<file path="src/rtl/contador_pkg.sv">
// Shared types and default widths for the up/down event counter and its
// hysteresis threshold sub-block.
package contador_pkg;

    typedef enum logic {WRAP, SATURATE} count_mode_t;
    typedef enum logic {BELOW, ABOVE} thr_state_t;

    localparam int N_DEF = 16;
    localparam int S_DEF = 4;
    localparam int W_DEF = 8;

endpackage

</file>
<file path="src/rtl/threshold_hyst.sv">
// Two-state hysteresis comparator: rises above thr_hi, falls below thr_lo,
// evaluated on an already-registered value, so the flag lags it by one cycle.
module threshold_hyst
    import contador_pkg::*;
#(
    parameter int N = N_DEF
) (
    input  logic         clock,
    input  logic         reset,
    input  logic [N-1:0] value,
    input  logic [N-1:0] thr_hi,
    input  logic [N-1:0] thr_lo,
    output logic         threshold
);

    thr_state_t r_state;
    thr_state_t w_state_next;

    always_ff @(posedge clock) begin
        if (reset) begin
            r_state <= BELOW;
        end else begin
            r_state <= w_state_next;
        end
    end

    always_comb begin
        w_state_next = r_state;
        unique case (r_state)
            BELOW: if (value > thr_hi) w_state_next = ABOVE;
            ABOVE: if (value < thr_lo) w_state_next = BELOW;
            default: w_state_next = BELOW;
        endcase
    end

    assign threshold = (r_state == ABOVE);

endmodule

</file>
<file path="src/rtl/contador_updown_mod.sv">
// Programmable-step up/down counter with limit, wrap/saturate mode,
// terminal-event pulse, saturating wrap counter and hysteretic threshold flag.
module contador_updown_mod
    import contador_pkg::*;
#(
    parameter int N = N_DEF,
    parameter int S = S_DEF,
    parameter int W = W_DEF
) (
    input  logic         clock,
    input  logic         reset,
    input  logic         enable,
    input  logic         dec,
    input  logic         load,
    input  logic [N-1:0] load_value,
    input  logic [S-1:0] step,
    input  logic [N-1:0] limit,
    input  logic         mode,
    input  logic [N-1:0] thr_hi,
    input  logic [N-1:0] thr_lo,
    output logic [N-1:0] counter,
    output logic         threshold,
    output logic         at_zero,
    output logic         at_max,
    output logic         tc_pulse,
    output logic [W-1:0] wrap_count
);

    logic [N-1:0] r_counter;
    logic         r_tc_pulse;
    logic [W-1:0] r_wrap_count;

    logic [N:0]   w_cnt_ext;
    logic [N:0]   w_step_ext;
    logic [N:0]   w_limit_ext;
    logic [N:0]   w_sum;
    logic [N:0]   w_diff;
    logic [N-1:0] w_next;
    logic         w_wrap_evt;
    logic         w_sat_evt;
    count_mode_t  w_mode;

    // One extra bit so the up-sum can never overflow before the limit compare.
    assign w_cnt_ext   = {1'b0, r_counter};
    assign w_step_ext  = {{(N + 1 - S){1'b0}}, step};
    assign w_limit_ext = {1'b0, limit};
    assign w_sum       = w_cnt_ext + w_step_ext;
    assign w_diff      = w_cnt_ext - w_step_ext;
    assign w_mode      = count_mode_t'(mode);

    always_comb begin
        w_next     = r_counter;
        w_wrap_evt = 1'b0;
        w_sat_evt  = 1'b0;
        if (load) begin
            w_next = (load_value > limit) ? limit : load_value;
        end else if (enable && (step != '0)) begin
            if (!dec) begin
                if (w_sum <= w_limit_ext) begin
                    w_next = w_sum[N-1:0];
                end else if (w_mode == SATURATE) begin
                    w_next    = limit;
                    w_sat_evt = (r_counter != limit);
                end else begin
                    w_next     = '0;
                    w_wrap_evt = 1'b1;
                end
            end else begin
                // A limit lowered under the count is honoured by clamping on the way down.
                if (w_cnt_ext >= w_step_ext) begin
                    w_next = (w_diff > w_limit_ext) ? limit : w_diff[N-1:0];
                end else if (w_mode == SATURATE) begin
                    w_next    = '0;
                    w_sat_evt = (r_counter != '0);
                end else begin
                    w_next     = limit;
                    w_wrap_evt = 1'b1;
                end
            end
        end
    end

    always_ff @(posedge clock) begin
        if (reset) begin
            r_counter    <= '0;
            r_tc_pulse   <= 1'b0;
            r_wrap_count <= '0;
        end else begin
            r_counter  <= w_next;
            r_tc_pulse <= w_wrap_evt | w_sat_evt;
            if (w_wrap_evt && (r_wrap_count != '1)) begin
                r_wrap_count <= r_wrap_count + 1'b1;
            end
        end
    end

    threshold_hyst #(
        .N(N)
    ) u_threshold_hyst (
        .clock    (clock),
        .reset    (reset),
        .value    (r_counter),
        .thr_hi   (thr_hi),
        .thr_lo   (thr_lo),
        .threshold(threshold)
    );

    assign counter    = r_counter;
    assign tc_pulse   = r_tc_pulse;
    assign wrap_count = r_wrap_count;
    assign at_zero    = (r_counter == '0);
    assign at_max     = (r_counter == limit);

endmodule

</file>
<file path="config.mk">
export PLATFORM = sky130hd
export DESIGN_NAME = contador_updown_mod
export DESIGN_NICKNAME = d
export VERILOG_FILES = /design/src/rtl/contador_pkg.sv /design/src/rtl/threshold_hyst.sv /design/src/rtl/contador_updown_mod.sv
export SDC_FILE = /design/constraint.sdc
export NUM_CORES = 1
export LEC_CHECK = 0
export ABC_AREA = 1
export BUFFER_PORTS_ARGS = -buffer_cell sky130_fd_sc_hd__buf_2
export CAP_MARGIN = 20
export CORE_MARGIN = 2
export CORE_UTILIZATION = 30
export CTS_BUF_LIST = sky130_fd_sc_hd__clkbuf_2
export DETAILED_ROUTE_END_ITERATION = 7
export PLACE_DENSITY = 0.52
export SETUP_SLACK_MARGIN = 0.4
export SYNTH_ARGS = -nofsm -noshare
export SYNTH_HDL_FRONTEND = slang
export SYNTH_SLANG_ARGS = --single-unit
</file>
<file path="constraint.sdc">
create_clock -name clock -period 3.8 [get_ports clock]
set_input_delay 0.57 -clock clock [delete_from_list [all_inputs] [get_ports clock]]
set_output_delay 0.57 -clock clock [all_outputs]
set_load 0.01 [all_outputs]
</file>
== Word-level counts from Yosys, hierarchy flattened ==
Index checks and enable logic that the tools add are counted.

* $add $sub $neg: 3
* Order comparisons: 6
* Equal/unequal tests: 3
* Mux-type cells: 25
* Bitwise gates (word level): 2
* Reductions and logical operators: 6

{| class="wikitable"
|+ Operators with widths
! cell !! count
|-
| $mux 16 || 9
|-
| $gt 16x16->1 || 2
|-
| $add 16x4->17 || 1
|-
| $gt 17x16->1 || 1
|-
| $le 17x16->1 || 1
|-
| $sub 16x4->17 || 1
|-
| $eq 16x16->1 || 1
|-
| $ge 16x4->1 || 1
|-
| $logic_not 16->1 || 1
|-
| $lt 16x16->1 || 1
|-
| $ne 16x16->1 || 1
|-
| $reduce_bool 16->1 || 1
|-
| $mux 1 || 15
|-
| $add 8x1->8 const B || 1
|-
| $ne 8x8->1 const B || 1
|-
| $reduce_bool 4->1 || 1
|-
| $logic_and 1x1->1 || 2
|-
| $pmux 1 s2 || 1
|-
| $reduce_bool 2->1 || 1
|-
| $not 1->1 || 1
|-
| $or 1x1->1 || 1
|}

* Register bits: 26
* Bits of input ports: 74
* Output and inout port bits: 28
* Logic and storage cells: 49

== Logic depth before layout (Yosys ltp) ==
* Depth after elaboration: 7
* Depth in mapped cells: 30
* Depth with buffers taken out: 29

== By module ==
From an unflattened synthesis, not the netlist that was laid out.

* Cell total of the unflattened synthesis: 942
* Area total of the unflattened synthesis: 5570.3 um2

{| class="wikitable"
|+ By module, submodules not included
! module !! times used !! cells an instance !! area an instance (um2) !! seq. area each (um2)
|-
| contador_updown_mod || 1 || 798 || 4700.8 || 500.5
|-
| threshold_hyst || 1 || 144 || 869.6 || 20.0
|}

== Worst setup path before layout ==
No wires, ideal clock.

* Path kind: input-to-reg
* From: in step[3]
* To: reg r_counter[3], in the netlist counter[3]
* Arrival time: 3475 ps
* Data required time: 3681 ps
* Slack: 206 ps
* Stages on the path: 27
* Cells stage by stage: inv_1 > ha_1 > a21oi_1 > nand2_1 > nor2_2 > nand3_1 > nor2_1 > nand2_1 > xor2_1 > inv_1 > ha_1 > nand2_1 > inv_1 > nand3_1 > nor2_1 > nand3_1 > nor2_1 > nor2_1 > nand2_1 > nand2_2 > buf_4 > o21ai_0 > inv_1 > nand2_1 > nand2_1 > nand2_1 > a21oi_1

* Cells in the longest elaborated chain, start to end: 7
* Elaborated cells between the ends (all ways): 14
* Classes of those cells: 2 x add/sub; 3 x order compare; 6 x mux; 3 x reduce/logical

{| class="wikitable"
|+ RTL lines
! element !! RTL line !! text
|-
| start, declared || contador_updown_mod.sv:16 || <nowiki>input logic [S-1:0] step,</nowiki>
|-
| $sub 16x4->17 || contador_updown_mod.sv:48 || <nowiki>assign w_diff = w_cnt_ext - w_step_ext;</nowiki>
|-
| $gt 17x16->1 || contador_updown_mod.sv:71 || <nowiki>w_next = (w_diff > w_limit_ext) ? limit : w_diff[N-1:0];</nowiki>
|-
| $mux 16 || contador_updown_mod.sv:71 ||
|-
| $mux 16 || contador_updown_mod.sv:70 || <nowiki>if (w_cnt_ext >= w_step_ext) begin</nowiki>
|-
| $mux 16 || contador_updown_mod.sv:58 || <nowiki>if (!dec) begin</nowiki>
|-
| $mux 16 || contador_updown_mod.sv:57 || <nowiki>end else if (enable && (step != '0)) begin</nowiki>
|-
| $mux 16 || contador_updown_mod.sv:55 || <nowiki>if (load) begin</nowiki>
|-
| end signal, assigned || contador_updown_mod.sv:89 || <nowiki>r_counter <= w_next;</nowiki>
|-
| end, declared || contador_updown_mod.sv:29 || <nowiki>logic [N-1:0] r_counter;</nowiki>
|}

Several ways; a longest one is shown, not always the timed one. The select of a mux whose other input is x is not followed.
A chain may end at the register's enable or synchronous reset.

== Worst setup path after layout ==
* From: reg r_counter[0], in the netlist counter[0]
* To: reg r_counter[2], in the netlist counter[2]

* Cells in the longest elaborated chain, start to end: 7
* Elaborated cells between the ends (all ways): 11
* Classes of those cells: 2 x add/sub; 3 x order compare; 6 x mux

{| class="wikitable"
|+ RTL lines
! element !! RTL line
|-
| $sub 16x4->17 || contador_updown_mod.sv:48
|-
| $gt 17x16->1 || contador_updown_mod.sv:71
|-
| $mux 16 || contador_updown_mod.sv:71
|-
| $mux 16 || contador_updown_mod.sv:70
|-
| $mux 16 (*) || contador_updown_mod.sv:58
|-
| $mux 16 (*) || contador_updown_mod.sv:57
|-
| $mux 16 (*) || contador_updown_mod.sv:55
|}

Every way passes the cells marked *; elsewhere a longest branch is shown, timed or not. The select of a mux whose other input is x is not followed.

==> flow_summary.toml <==
[drt]
ant_nets = 0
vias = 6395
drt_wl_total_mm = 20.2
dr.pass1.iters = 5
drcViolationCount = 0
drt-initial-drc-count = 480
routedWlPerCell_microns = 15.6
viasPerCell = 4.95

[synth]
synth_cell_types = 50
synth_top_area_share_pct = 20.3
synth_fp_nets = 1063
yosysSeqAreaShare_pct = 9.58
yosysWarnings = 0
synth_top_family_by_area = "simple AND/OR/NAND/NOR gates"
synthXorXnorAreaFrac_pct = 5.80
synth_ff_type = "dfxtp_1"
synthCells = 899
yosysMostFrequentCell = "nand2_1"
synthArstFlopShare_pct = 0
synth_compound_area_share_pct = 18.2
synth_area_per_cell_sq_um = 6.04
ys_ff_latch = 26
yosysTopAreaCell = "ha_1"
muxShareOfSynthArea_pct = 0
ys_top_cells_by_count = "226 x nand2_1, 142 x inv_1, 88 x ha_1"
synth-edff-count = 0
syn_area_sq_um = 5430
netlist_top_cells_area = "ha_1 20%, nand2_1 16%, inv_1 9.8%"
synth-adder-area-share_pct = 21.0
synth-simple-area-share_pct = 32.4

[worst_setup_path]
arrival_ns = 3.85
critPathRequiredTime_ns = 4.15
worstReg2RegStart = "counter[0]"
slowest_delay_ns = 0.44
worstSetupPathType = "flop to flop"
path_max_fanout = 7
slowest_stage = "dfxtp_4"
reg2reg_depth = 31
worstSetupStartpointType = "flop"
critical_path.most_common_cell = "nand2_1"
crit_path_end_kind = "flop"
r2r_end = "counter[2]"
r2r_setup_slack_ns = 0.30

[floorplanning]
start_util_pct = 30.5
die_w_microns = 139
num_io_pins = 102
die_h_microns = 139
coreArea_sq_um = 17800
rows = 49
dieArea_sq_um = 19200

[hold_path]
min_from = "reset"
hold_end = "wrap_count[6]"
hold_class = "input port to flop"
hold_path_depth = 2

[timing]
final_hold_viol_count = 0
setup_viol = 0
tightestPinTransition_ns = 0.734
finalCriticalPeriod_ns = 3.50
slew_violations = 0
rsz0062_at_grt = "yes"
finalCritPeriodShare_pct = 92.2
relSlewSlack_pct = 50.6
fin_skew_ns = 0.0247
fin_ws_ns = 0.297
hold_ws_ns = 0.406
fmaxAchievable_mhz = 286

[cts]
cts-root-buf = "clkbuf_2"
h-tree-depth = 1
clk_pin_slew_worst_paths_ns = 0.28
clk_latency_ns = 0.41
numCtsBuffers = 3
cts.sinks = 26
cts_buffer_depth = 2
cts_tree = "done"

[power]
switching_share_pct = 49.2
internal_power_uw = 1170
combPwrFrac_pct = 76.5
power_frac_seq_pct = 15.4
p_per_area_nw_per_um2 = 314
ir_worst_vdd_uv = 145
p_sw_uw = 1130
clkPwrFrac_pct = 8.1
leakage_uw = 0.00398

[run_status]
status = "complete, no violations"

[final_layout]
finalInstanceArea_sq_um = 7350
finalNonFillerCells = 1292
drive_above_1_share_pct = 28.2
fin_util_pct = 41.2
nets = 1227
areaGrowthSynthToFinish_pct = 35.2

[global_routing]
top_usage_layer = "met2"
grt_max_degree = 22
grt_util_all_layers_pct = 20.4
use_met2_pct = 34.1
grt_use_met3_pct = 0.898
grt_util_met1_pct = 29.0
antenna_found_initial = 1
grt_pass1_wl_mm = 32.0
overflow = 0
grt_pass1_vias = 5948

[placed_design]
port_buffers = 101
hpwl_mm = 16.4
globalplace.congestion = 0.919
dp_cells = 1259
placed_cell_area_sq_um = 6610
place_ws_ns = -0.407

[flow_run]
maxCapViolCount = 0
[worst max path at each step]
stage	startpoint	endpoint	slack, ns	cells after the start
5_1_grt	counter[0]	counter[3]	0.02	31
3_3_place_gp	step[2]	wrap_count[0]	-0.47	25
4_1_cts	counter[0]	wrap_count[7]	0.34	22
6_report	counter[0]	counter[2]	0.30	31
3_5_place_dp	step[2]	wrap_count[0]	-0.41	25
2_1_floorplan	step[2]	counter[14]	0.30	29
[through the flow]
step	power (uW)	TNS (ns)
after floorplan	1270	0
after global placement	1780	-10.22
after detailed placement	1770	-8.48
after CTS	2220	0
after global routing	2520	0
final	2300	0
[per-layer routing]
metal  vias up  wire (microns)  part of all wire, %
met1      2831            9280                   46
met4         0             373                  1.8
met5         -               0                    0
li1       3311               -                    -
met2       226            9320                   46
met3        27            1240                  6.1
[state kept, by name (all words and copies together) (netlist names)]
register / count
tc_pulse: 1
u_threshold_hyst.threshold: 1
wrap_count: 8
counter: 16
[cell type report]
class / count / area, sq um
diodes: 1 / 2.50
clock buffers: 3 / 15.0
clock inverters: 1 / 30.0
fillers: 1901 / 10500
inverters: 147 / 564
multi-input cells: 696 / 4610
flip-flops and latches: 26 / 533
well taps: 229 / 287
repair buffers: 189 / 1300
[critical path: cells and delay by family, from the launching register on]
family                     cells  cell delay, ns
adders and majority gates      3            0.76
DFF                            1            0.44
buffers and inverters          6            0.51
and+or+nand+nor               20            1.44
AOI/OAI and AO/OA              1            0.12
xor gates and xnor gates       1            0.19
[repair_timing]
item	4_1_cts	5_1_grt
gates cloned	3	1
gates resized for setup	72	38
hold buffers	0	0
endpoints found under the setup margin	25	25
buffers inserted	22	2
pin swaps	52	29
[cell families (layout without fill, tap and decap cells)]
family                     Yosys count  in the layout
adders and majority gates           90             90
xor gates and xnor gates            36             36
buffers and inverters              178            340
AOI/OAI and AO/OA                  176            176
other                                0              1
DFF                                 26             26
and+or+nand+nor                    393            394
[power by group through the flow]
stage               clock network (uW)  logic [uW]  registers [uW]
floorplan                            0         928             340
global placement                     0        1420             355
detailed placement                   0        1410             354
CTS                                191        1680             351
global route                       200        1960             360
finish                             187        1760             355
[cells in the final DEF, fill, tap and decap left out, drive strengths merged, types with 3 or more instances in the layout]
| cell type | netlist | routed |
|---|---|---|
| o211ai | 19 | 19 |
| nor4 | 3 | 3 |
| clkbuf | 14 | 3 |
| xor2 | 27 | 27 |
| buf | 17 | 189 |
| or2 | 3 | 3 |
| dfxtp | 26 | 26 |
| nand4 | 33 | 33 |
| nand3 | 57 | 58 |
| o21ai | 64 | 64 |
| nor3 | 9 | 9 |
| ha | 88 | 88 |
| nor2 | 52 | 52 |
| xnor2 | 9 | 9 |
| nand2 | 232 | 232 |
| inv | 145 | 145 |
| a21oi | 83 | 83 |
Power figures use the tool's default switching activity.
